==> src/rtl/ctrl_pipe_chain.sv <==
// Control-word pipeline from decode through STAGES downstream stages.
// Per-stage valid, stall backpressure, bubble insertion, flush and bubble counter.
module ctrl_pipe_chain #(
    parameter int              WIDTH  = 44,
    parameter int              STAGES = 3,
    parameter logic [WIDTH-1:0] BUBBLE = '0,
    parameter int              CNT_W  = 16,
    localparam int             IW     = $clog2(STAGES + 1)
) (
    input  logic                      clk,
    input  logic                      rst,
    input  logic [WIDTH-1:0]          in_word,
    input  logic                      in_valid,
    input  logic [STAGES-1:0]         stall,
    input  logic [STAGES-1:0]         flush,
    input  logic                      cnt_clr,
    output logic [STAGES*WIDTH-1:0]   stage_word,
    output logic [STAGES-1:0]         stage_valid,
    output logic [STAGES-1:0]         stall_eff,
    output logic [IW-1:0]             inflight,
    output logic [CNT_W-1:0]          bubble_cnt
);

    localparam logic [CNT_W-1:0] CNT_MAX = '1;

    logic [STAGES-1:0] ins;
    logic              bubble_any;

    // A stall anywhere downstream also freezes every stage above it.
    always_comb begin : eff_chain
        logic acc;
        acc       = 1'b0;
        stall_eff = '0;
        for (int i = STAGES - 1; i >= 0; i--) begin
            acc          = acc | stall[i];
            stall_eff[i] = acc;
        end
    end

    for (genvar g = 0; g < STAGES; g++) begin : st
        logic [WIDTH-1:0] w_q;
        logic             v_q;
        logic [WIDTH-1:0] src_w;
        logic             src_v;
        logic             src_st;

        if (g == 0) begin : src_dec
            assign src_w  = in_word;
            assign src_v  = in_valid;
            assign src_st = 1'b0;
        end else begin : src_up
            assign src_w  = stage_word[(g-1)*WIDTH +: WIDTH];
            assign src_v  = stage_valid[g-1];
            assign src_st = stall_eff[g-1];
        end

        always_ff @(posedge clk or negedge rst) begin
            if (!rst) begin
                w_q <= BUBBLE;
                v_q <= 1'b0;
            end else if (flush[g]) begin
                w_q <= BUBBLE;
                v_q <= 1'b0;
            end else if (stall_eff[g]) begin
                w_q <= w_q;
                v_q <= v_q;
            end else if (src_st) begin
                w_q <= BUBBLE;
                v_q <= 1'b0;
            end else begin
                w_q <= src_w;
                v_q <= src_v;
            end
        end

        assign stage_word[g*WIDTH +: WIDTH] = w_q;
        assign stage_valid[g]               = v_q;
        assign ins[g] = ~flush[g] & ~stall_eff[g] & src_st;
    end

    assign bubble_any = |ins;

    always_ff @(posedge clk or negedge rst) begin
        if (!rst) begin
            bubble_cnt <= '0;
        end else if (cnt_clr) begin
            bubble_cnt <= '0;
        end else if (bubble_any && bubble_cnt != CNT_MAX) begin
            bubble_cnt <= bubble_cnt + 1'b1;
        end
    end

    always_comb begin
        inflight = '0;
        for (int i = 0; i < STAGES; i++) begin
            inflight = inflight + IW'(stage_valid[i]);
        end
    end

endmodule

==> config.mk <==
export PLATFORM = sky130hd
export DESIGN_NAME = ctrl_pipe_chain
export DESIGN_NICKNAME = d
export VERILOG_FILES = /design/src/rtl/ctrl_pipe_chain.sv
export SDC_FILE = /design/constraint.sdc
export NUM_CORES = 1
export LEC_CHECK = 0
export CAP_MARGIN = 20
export CORE_UTILIZATION = 48
export CTS_CLUSTER_DIAMETER = 40
export DETAILED_ROUTE_END_ITERATION = 8
export GPL_ROUTABILITY_DRIVEN = 1
export PLACE_DENSITY = 0.82
export SLEW_MARGIN = 5
export SYNTH_ARGS = -nofsm -noshare
export SYNTH_HDL_FRONTEND = slang
export SYNTH_SLANG_ARGS = --single-unit
==> constraint.sdc <==
create_clock -name clk -period 6 [get_ports clk]
set_input_delay 1.8 -clock clk [delete_from_list [all_inputs] [get_ports clk]]
set_output_delay 1.8 -clock clk [all_outputs]
set_load 0.1 [all_outputs]
==> flow_metrics.tcl, run 1 <==
set metrics [dict create \
    synth_largest_area_cell "dfrtp_1" \
    path_buf_inv 3 \
    insertion_delay_ps 420 \
    max_stage_delay_ps 510 \
    end_kind "output port" \
    hpwl_um 10800 \
    r2r_cells 5 \
    cts_sinks 151 \
    cts_tree "built" \
    power_frac_seq_pct 43.3 \
    slew-limit-headroom_pct 30.7 \
    finalHoldViolCount 0 \
    r2r-start "bubble_cnt[7]" \
    netSwitchingPower_mw 0.601 \
    drc 0 \
    hold_start "st[2].w_q[17]" \
    dieWidth_um 113 \
    dr.pass1.iters 6 \
    synth-seq-cells 151 \
    max-vdd-ir-drop_mv 0.199 \
    gp_congestion 0.889 \
    maxSlewViolCount 0 \
    cts_setup_buffers 0 \
    status "finished, final reports clean" \
    ctsResizeCount 0 \
    cap_violations 0 \
    numCtsBuffers 17 \
    rrSetupSlack_ps 4060 \
    slowest_stage "clkdlybuf4s50_1" \
    grt_pass1_wl_um 26000 \
    htree_num_levels 4 \
    cp_top_family "buffers and inverters" \
    antenna_found_initial 0 \
    grt_max_degree 121 \
    fin_skew_ps 7.66 \
    fill_cells 812 \
    clk_pin_slew_ps 60 \
    fp.coreArea_mm2 0.0120 \
    crit_arrival_ps 3130 \
    placed_area_mm2 0.00804 \
    ys_top_cells_by_area "dfrtp_1 64%, a22o_1 13%, nand2_1 6.0%" \
    drtAntennaViolNets 0 \
    ys_warn_count 0 \
    power_density_mw_per_mm2 274 \
    hp-class "flop to flop" \
    die-area_mm2 0.0128 \
    gr-total-overflow 0 \
    finalCritPeriodShare_pct 82.1 \
    synth_top_area_share_pct 63.8 \
    syn-num-nets 560 \
    crit_type "input pin to output port" \
    crit_required_ps 4200 \
    max_freq_mhz 203 \
    drt-total-wl_um 16800 \
    grt_pass1_vias 4923 \
    path_max_fanout 5 \
    timing.rr.end "bubble_cnt[15]" \
    vias_per_cell 5.65 \
    die_y_um 113 \
    syn_area_mm2 0.00592 \
    synthCells 504 \
    cp_cell_sequence "clkdlybuf4s50_1 > or2_1 > nor2_4 > clkinv_1 > buf_12" \
    fin_util_pct 73.1 \
    io_buffers 209 \
    gr-usage-all-layers_pct 26.9 \
    yosysSeqAreaShare_pct 63.8 \
    core.rowCount 40 \
    postCtsHoldBufs 0 \
    n_antenna_cell 0 \
    setup-violations-final 0 \
    power_frac_clock_pct 46.1 \
    final_nets 753 \
    rsz0062_at_grt "false" \
    initial_core_util_pct 49.3 \
    p_sw_share_pct 24.9 \
    drive_gt1_share_pct 8.03 \
    finalInstanceArea_mm2 0.00878 \
    avgSynthCellArea_um2 11.8 \
    leakagePower_nw 3.76 \
    tightest_slew_ps 1040 \
    yosysUniqueCellTypes 39 \
    ios 210 \
    wire_per_inst_um 19.6 \
    p_int_mw 1.81 \
    whs_endpoint "st[2].w_q[17]" \
    layout_commonest_cell "clkdlybuf4s50_1" \
    setup-tns-final_ps 0 \
    hold_path_depth 1 \
    root_buffer "clkbuf_16" \
    drt_iter0_markers 307 \
    combPwrFrac_pct 10.6 \
    start_kind "input pin" \
    clk_path_buf_depth 2 \
    dr_total_vias 4845 \
    period_needed_ps 4930 \
    layout_common_cells "204 x clkdlybuf4s50_1, 151 x dfrtp_1, 94 x nand2_1" \
    syn_to_final_growth_pct 48.3 \
]
-- layer usage --
layer	part of all wire, %	GRT usage, %	vias up
li1	-	-	2177
met1	41	33.9	2438
met2	51	44.2	193
met3	5.3	5.41	37
met4	3.3	14.3	0
met5	0	0	-
-- area by class of cell --
cell class / count / area, µm² / share of cell area, %
Sequential cell: 151 / 3780 / 43.0
Timing Repair Buffer: 217 / 2240 / 25.5
Multi-Input combinational cell: 304 / 1940 / 22.1
Clock buffer: 19 / 443 / 5.04
Tap cell: 147 / 184 / 2.09
Clock inverter: 13 / 178 / 2.02
Inverter: 6 / 22.5 / 0.256
-- worst register-to-register path: stages, from the launching register on --
cell and delay, ps:
dfrtp_1 480, nand3_1 190, or2_1 320, nor4_1 380
mux2_2 390, nor2_1 100
-- registers in the layout, summed over array words and instances, names as in the netlist --
| signal | cells |
|---|---|
| bubble_cnt | 16 |
| st.v_q | 3 |
| st.w_q | 132 |
-- synthesized netlist by cell type --
master	count
a2111oi_2	1
a21oi_1	47
a22o_1	90
a311oi_1	3
a31o_2	1
a31oi_1	2
a41o_1	1
and3_1	2
and4bb_2	1
buf_1	3
buf_2	16
buf_4	6
clkbuf_1	17
clkbuf_2	1
dfrtp_1	151
fa_1	1
ha_1	1
inv_1	6
mux2_2	1
mux2i_1	1
nand2_1	94
nand3_1	2
nand3_2	1
nand4_1	4
nor2_1	18
nor2_4	2
nor2b_1	2
nor3_1	4
nor3b_1	1
nor4_1	4
nor4_2	1
nor4_4	1
nor4b_4	1
o211ai_1	1
o21ai_0	1
o21ai_1	1
or2_1	2
or3_1	1
xnor2_1	11
-- kinds of logic (layout without fill, tap and decap cells) --
group,after synthesis,in the layout,synth area share (%)
adder cells (fa/ha/maj),2,2,0.549
flip-flops,151,151,63.8
multiplexers,2,2,0.359
XOR/XNOR,11,11,1.63
buffers and inverters,49,255,3.84
AO/OA/AOI/OAI,148,148,18.8
AND/OR/NAND/NOR,141,141,11.0
-- metrics by stage --
| step | power [mW] | cells | hold WS, ps | setup slack, ps |
|---|---|---|---|---|
| floorplan | 1.21 | 504 | 518 | 1240 |
| global placement | 1.30 | 820 | 487 | 1110 |
| detailed placement | 1.31 | 820 | 490 | 1050 |
| CTS | 2.42 | 852 | 508 | 1050 |
| global route | 2.48 | 857 | 513 | 988 |
| finish | 2.41 | 857 | 499 | 1070 |
-- how the worst max path moves through the flow --
| stage | from | endpoint | slack [ps] | cells past startpoint |
|---|---|---|---|---|
| after floorplan | stall[2] | stall_eff[0] | 1240 | 7 |
| after global placement | stall[2] | stall_eff[0] | 1110 | 5 |
| after detailed placement | stall[2] | stall_eff[0] | 1050 | 5 |
| after CTS | stall[2] | stall_eff[0] | 1050 | 5 |
| after global routing | stall[2] | stall_eff[0] | 990 | 5 |
| final | stall[2] | stall_eff[0] | 1070 | 5 |
-- power groups by stage --
stage               sequential [mW]  clock, mW  combinational [mW]
floorplan                      1.15          0              0.0585
global placement               1.06          0               0.243
detailed placement             1.06          0               0.247
CTS                            1.04       1.13               0.248
global route                   1.04       1.17               0.268
finish                         1.04       1.11               0.255
Power figures use the tool's default switching activity.
==> run 2: changes to the inputs <==
CORE_UTILIZATION = 45   (was 48)
PLACE_DENSITY = 0.77   (was 0.82)
clock period = 4.55 ns   (was 6 ns; I/O delays follow)
==> flow_metrics.tcl, run 2 (synthesized netlist as in run 1, its figures left out) <==
set metrics [dict create \
    status "finished, final reports clean" \
    gp_congestion 0.816 \
    placed_area_mm2 0.00813 \
    layout_commonest_cell "clkdlybuf4s50_1" \
    finalHoldViolCount 0 \
    io_buffers 209 \
    clk_path_buf_depth 2 \
    htree_num_levels 4 \
    antenna_found_initial 0 \
    syn_to_final_growth_pct 47.5 \
    root_buffer "clkbuf_16" \
    dieWidth_um 117 \
    fill_cells 1001 \
    leakagePower_nw 3.75 \
    core.rowCount 41 \
    wl_met2_um 8200 \
    drc 0 \
    clk_pin_slew_ps 60 \
    grt_pass1_wl_um 25300 \
    drive_gt1_share_pct 7.90 \
    numCtsBuffers 17 \
    hold_path_depth 1 \
    dr_total_vias 4845 \
    ctsResizeCount 0 \
    top_register "st.w_q" \
    m1WireLength_um 6710 \
    maxSlewViolCount 0 \
    max-vdd-ir-drop_mv 0.249 \
    r2r_cells 5 \
    tightest_slew_ps 1030 \
    die_y_um 117 \
    end_kind "output port" \
    fin_util_pct 68.7 \
    crit_type "input pin to output port" \
    wire_per_inst_um 18.4 \
    cp_cell_sequence "clkdlybuf4s50_1 > or2_1 > nor2_4 > inv_2 > buf_12" \
    hpwl_um 10700 \
    n_antenna_cell 0 \
    gr-usage-all-layers_pct 25.1 \
    die-area_mm2 0.0136 \
    wl_met3_um 980 \
    r2r-start "bubble_cnt[7]" \
    initial_core_util_pct 46.6 \
    largest_register_ffs 132 \
    period_needed_ps 3980 \
    grt_pass1_vias 4818 \
    cap_violations 0 \
    drt-total-wl_um 16200 \
    finalCritPeriodShare_pct 87.5 \
    path_max_fanout 5 \
    layout_common_cells "203 x clkdlybuf4s50_1, 151 x dfrtp_1, 94 x nand2_1" \
    max_stage_delay_ps 510 \
    fp.coreArea_mm2 0.0127 \
    gr-total-overflow 0 \
    ios 210 \
    crit_required_ps 3180 \
    slowest_stage "clkdlybuf4s50_1" \
    cp_top_family "buffers and inverters" \
    cts_tree "built" \
    drtAntennaViolNets 0 \
    hold_start "st[2].w_q[30]" \
    setup-tns-final_ps 0 \
    rrSetupSlack_ps 2640 \
    setup-violations-final 0 \
    cts_setup_buffers 0 \
    crit_arrival_ps 2620 \
    final_nets 752 \
    rsz0062_at_grt "false" \
    grt_max_degree 81 \
    insertion_delay_ps 420 \
    hp-class "flop to flop" \
    path_buf_inv 3 \
    start_kind "input pin" \
    postCtsHoldBufs 0 \
    top_layer "met4" \
    dr.pass1.iters 5 \
    power_density_mw_per_mm2 359 \
    drt_iter0_markers 286 \
    reg_top3 "st.w_q x132, bubble_cnt x16, st.v_q x3" \
    timing.rr.end "bubble_cnt[15]" \
    slew-limit-headroom_pct 31.1 \
    vias_per_cell 5.50 \
    cts_sinks 151 \
    finalInstanceArea_mm2 0.00874 \
    fin_skew_ps 5.14 \
    whs_endpoint "st[2].w_q[30]" \
    max_freq_mhz 251 \
]
run 2: cell count changes in the layout (fill, tap and decap cells not counted):
cell / change
bufinv_16: -1
clkinv_2: -1
clkbuf_8: +3
inv_6: -1
clkbuf_1: +2
buf_16: -3
clkinv_1: -1
clkdlybuf4s50_1: -1
buf_4: +3
inv_2: +1
clkinvlp_4: -2
run 2: how the worst max path moves through the flow:
stage                         from            to  slack, ps  cells past startpoint
after global placement    stall[2]  stall_eff[0]        580                      5
after global routing      stall[2]  stall_eff[0]        470                      5
after floorplan           stall[2]  stall_eff[0]        660                      7
after detailed placement  stall[2]  stall_eff[0]        560                      5
final                     stall[2]  stall_eff[0]        570                      5
after CTS                 stall[2]  stall_eff[0]        550                      5
run 2: final cells by class:
type                    count  area, µm²  area share (%)
clock buffers              24        492            5.63
clock inverters             8        119            1.36
inverters                   6       22.5           0.258
multi-input cells         304       1940            22.2
flip-flops and latches    151       3780            43.3
well taps                 172        215            2.46
repair buffers            216       2170            24.8
run 2: through the flow:
stage | setup slack, ps | hold slack [ps] | cells | total power, mW
2_1_floorplan | 659 | 518 | 504 | 1.59
3_5_place_dp | 564 | 490 | 849 | 1.73
5_1_grt | 467 | 517 | 881 | 3.23
4_1_cts | 555 | 507 | 881 | 3.16
6_report | 567 | 502 | 881 | 3.13
3_3_place_gp | 581 | 487 | 849 | 1.72
run 2: layer usage:
| metal | track usage, % | up-vias |
|---|---|---|
| met2 | 40.6 | 170 |
| li1 | - | 2175 |
| met4 | 9.96 | 0 |
| met1 | 32.2 | 2471 |
| met3 | 6.85 | 29 |
| met5 | 0 | - |
run 2: power breakdown:
part | leakage (nW) | switching [mW] | total [mW] | internal, mW
Clock | 0.304 | 0.511 | 1.43 | 0.917
Combinational | 1.34 | 0.238 | 0.329 | 0.0907
Sequential | 2.10 | 0.0154 | 1.38 | 1.36
Total | 3.75 | 0.765 | 3.13 | 2.37
==> run 3: changes to the inputs <==
CORE_UTILIZATION = 55   (was 45)
DONT_BUFFER_PORTS = 1   (was unset)
GPL_TIMING_DRIVEN = 0   (was unset)
PLACE_DENSITY = 0.67   (was 0.77)
==> flow_metrics.tcl, run 3 (synthesized netlist as in run 1, its figures left out) <==
set metrics [dict create \
    ios 210 \
    crit_type "input pin to output port" \
    cts_setup_buffers 0 \
    root_buffer "clkbuf_8" \
    cts_tree "built" \
    core.rowCount 37 \
    drtAntennaViolNets 0 \
    drt-total-wl_um 14300 \
    insertion_delay_ps 520 \
    cpMostUsedCell "buf_2" \
    crit_arrival_ps 2710 \
    top_register "st.w_q" \
    htree_num_levels 4 \
    layout_commonest_cell "dfrtp_1" \
    ctsResizeCount 0 \
    finalPower_mw 2.93 \
    hp-class "input pin to asynchronous set/reset pin" \
    power_frac_clock_pct 45.6 \
    path_buf_inv 5 \
    fin_util_pct 64.3 \
    period_needed_ps 4080 \
    r2r_cells 5 \
    hpwl_um 9760 \
    crit_required_ps 3180 \
    status "finished, final reports clean" \
    antenna_found_initial 0 \
    netSwitchingPower_mw 0.767 \
    drc 0 \
    max_stage_delay_ps 260 \
    dpl.cell_count 640 \
    fill_cells 806 \
    setup-tns-final_ps 0 \
    power_frac_seq_pct 51.0 \
    n_antenna_cell 0 \
    seq_area_mm2 0.00378 \
    p_sw_share_pct 26.2 \
    wire_per_inst_um 21.2 \
    cts_sinks 151 \
    fp.coreArea_mm2 0.0104 \
    multi_input_area_mm2 0.00192 \
    max-vdd-ir-drop_mv 0.257 \
    final_nets 579 \
    clk_path_buf_depth 2 \
    gr-usage-all-layers_pct 26.7 \
    gr-total-overflow 0 \
    syn_to_final_growth_pct 12.5 \
    timing.rr.end "bubble_cnt[15]" \
    tightest_slew_ps 1080 \
    rrSetupSlack_ps 1870 \
    cp_top_family "buffers and inverters" \
    initial_core_util_pct 57.1 \
    dr.pass1.iters 4 \
    drive_gt1_share_pct 12.1 \
    cp_cell_sequence "or2_1 > buf_2 > nor2_4 > inv_1 > buf_2 > buf_2 > buf_4" \
    setup-violations-final 0 \
    cap_violations 0 \
    numCtsBuffers 17 \
    grt_pass1_vias 4106 \
    r2r-start "bubble_cnt[2]" \
    grt_max_degree 152 \
    dieWidth_um 106 \
    slowest_stage "buf_4" \
    combPwrFrac_pct 3.4 \
    leakagePower_nw 3.03 \
    postCtsHoldBufs 0 \
    path_max_fanout 10 \
    max_freq_mhz 245 \
    die_y_um 106 \
    place_ws_ps 459 \
    reg_top3 "st.w_q x132, bubble_cnt x16, st.v_q x3" \
    dr_total_vias 4099 \
    power_density_mw_per_mm2 440 \
    rsz0062_at_grt "false" \
    fin_ws_ps 470 \
    largest_register_ffs 132 \
    fin_skew_ps 4.04 \
    die-area_mm2 0.0112 \
    slew-limit-headroom_pct 28.0 \
    gp_congestion 0.900 \
    p_int_mw 2.16 \
    drt_iter0_markers 277 \
    layout_common_cells "151 x dfrtp_1, 94 x nand2_1, 90 x a22o_1" \
    grt_pass1_wl_um 22700 \
    end_kind "output port" \
    clk_pin_slew_ps 60 \
    vias_per_cell 6.10 \
    start_kind "input pin" \
    io_buffers 0 \
    layoutNonFillerInstCount 672 \
    finalHoldViolCount 0 \
    maxSlewViolCount 0 \
    finalCritPeriodShare_pct 89.7 \
]
## run 3: cell count changes in the layout (fill, tap and decap cells not counted), sizes merged, moves of 2 or more
cell	change
clkinv	+3
clkdlybuf4s50	-203
buf	+12
clkbuf	+11
inv	+2
clkinvlp	+3
## run 3: stage by stage
stage               hold slack [ps]  cell area, µm²
CTS                             518            6660
global route                    508            6660
global placement                569            6090
floorplan                       518            5920
finish                          544            6660
detailed placement              591            6090
## run 3: how the worst max path moves through the flow
stage	start	end	cells after the start
2_1_floorplan	stall[2]	stall_eff[0]	7
4_1_cts	stall[2]	stall_eff[0]	7
3_5_place_dp	stall[2]	stall_eff[0]	7
5_1_grt	stall[2]	stall_eff[0]	7
3_3_place_gp	stall[2]	stall_eff[0]	7
6_report	stall[2]	stall_eff[0]	7
## run 3: power groups by stage
stage,Clock (mW),Sequential [mW],Combinational [mW]
2_1_floorplan,0,1.51,0.0772
3_3_place_gp,0,1.52,0.0964
3_5_place_dp,0,1.52,0.0993
4_1_cts,1.36,1.49,0.100
5_1_grt,1.42,1.50,0.109
6_report,1.34,1.49,0.0996
## run 3: cell type report
type | count | area share, %
Buffer | 43 | 3.08
Clock buffer | 17 | 6.21
Clock inverter | 15 | 2.33
Inverter | 6 | 0.338
Multi-Input combinational cell | 304 | 28.8
Sequential cell | 151 | 56.7
Tap cell | 136 | 2.55
## run 3: per-layer routing
layer	track usage [%]	vias to the layer above	wire, µm
met5	0	-	0
met4	9.82	0	251
met3	11.1	16	1340
met2	41.3	179	6970
met1	33.8	2075	5700
li1	-	1829	-
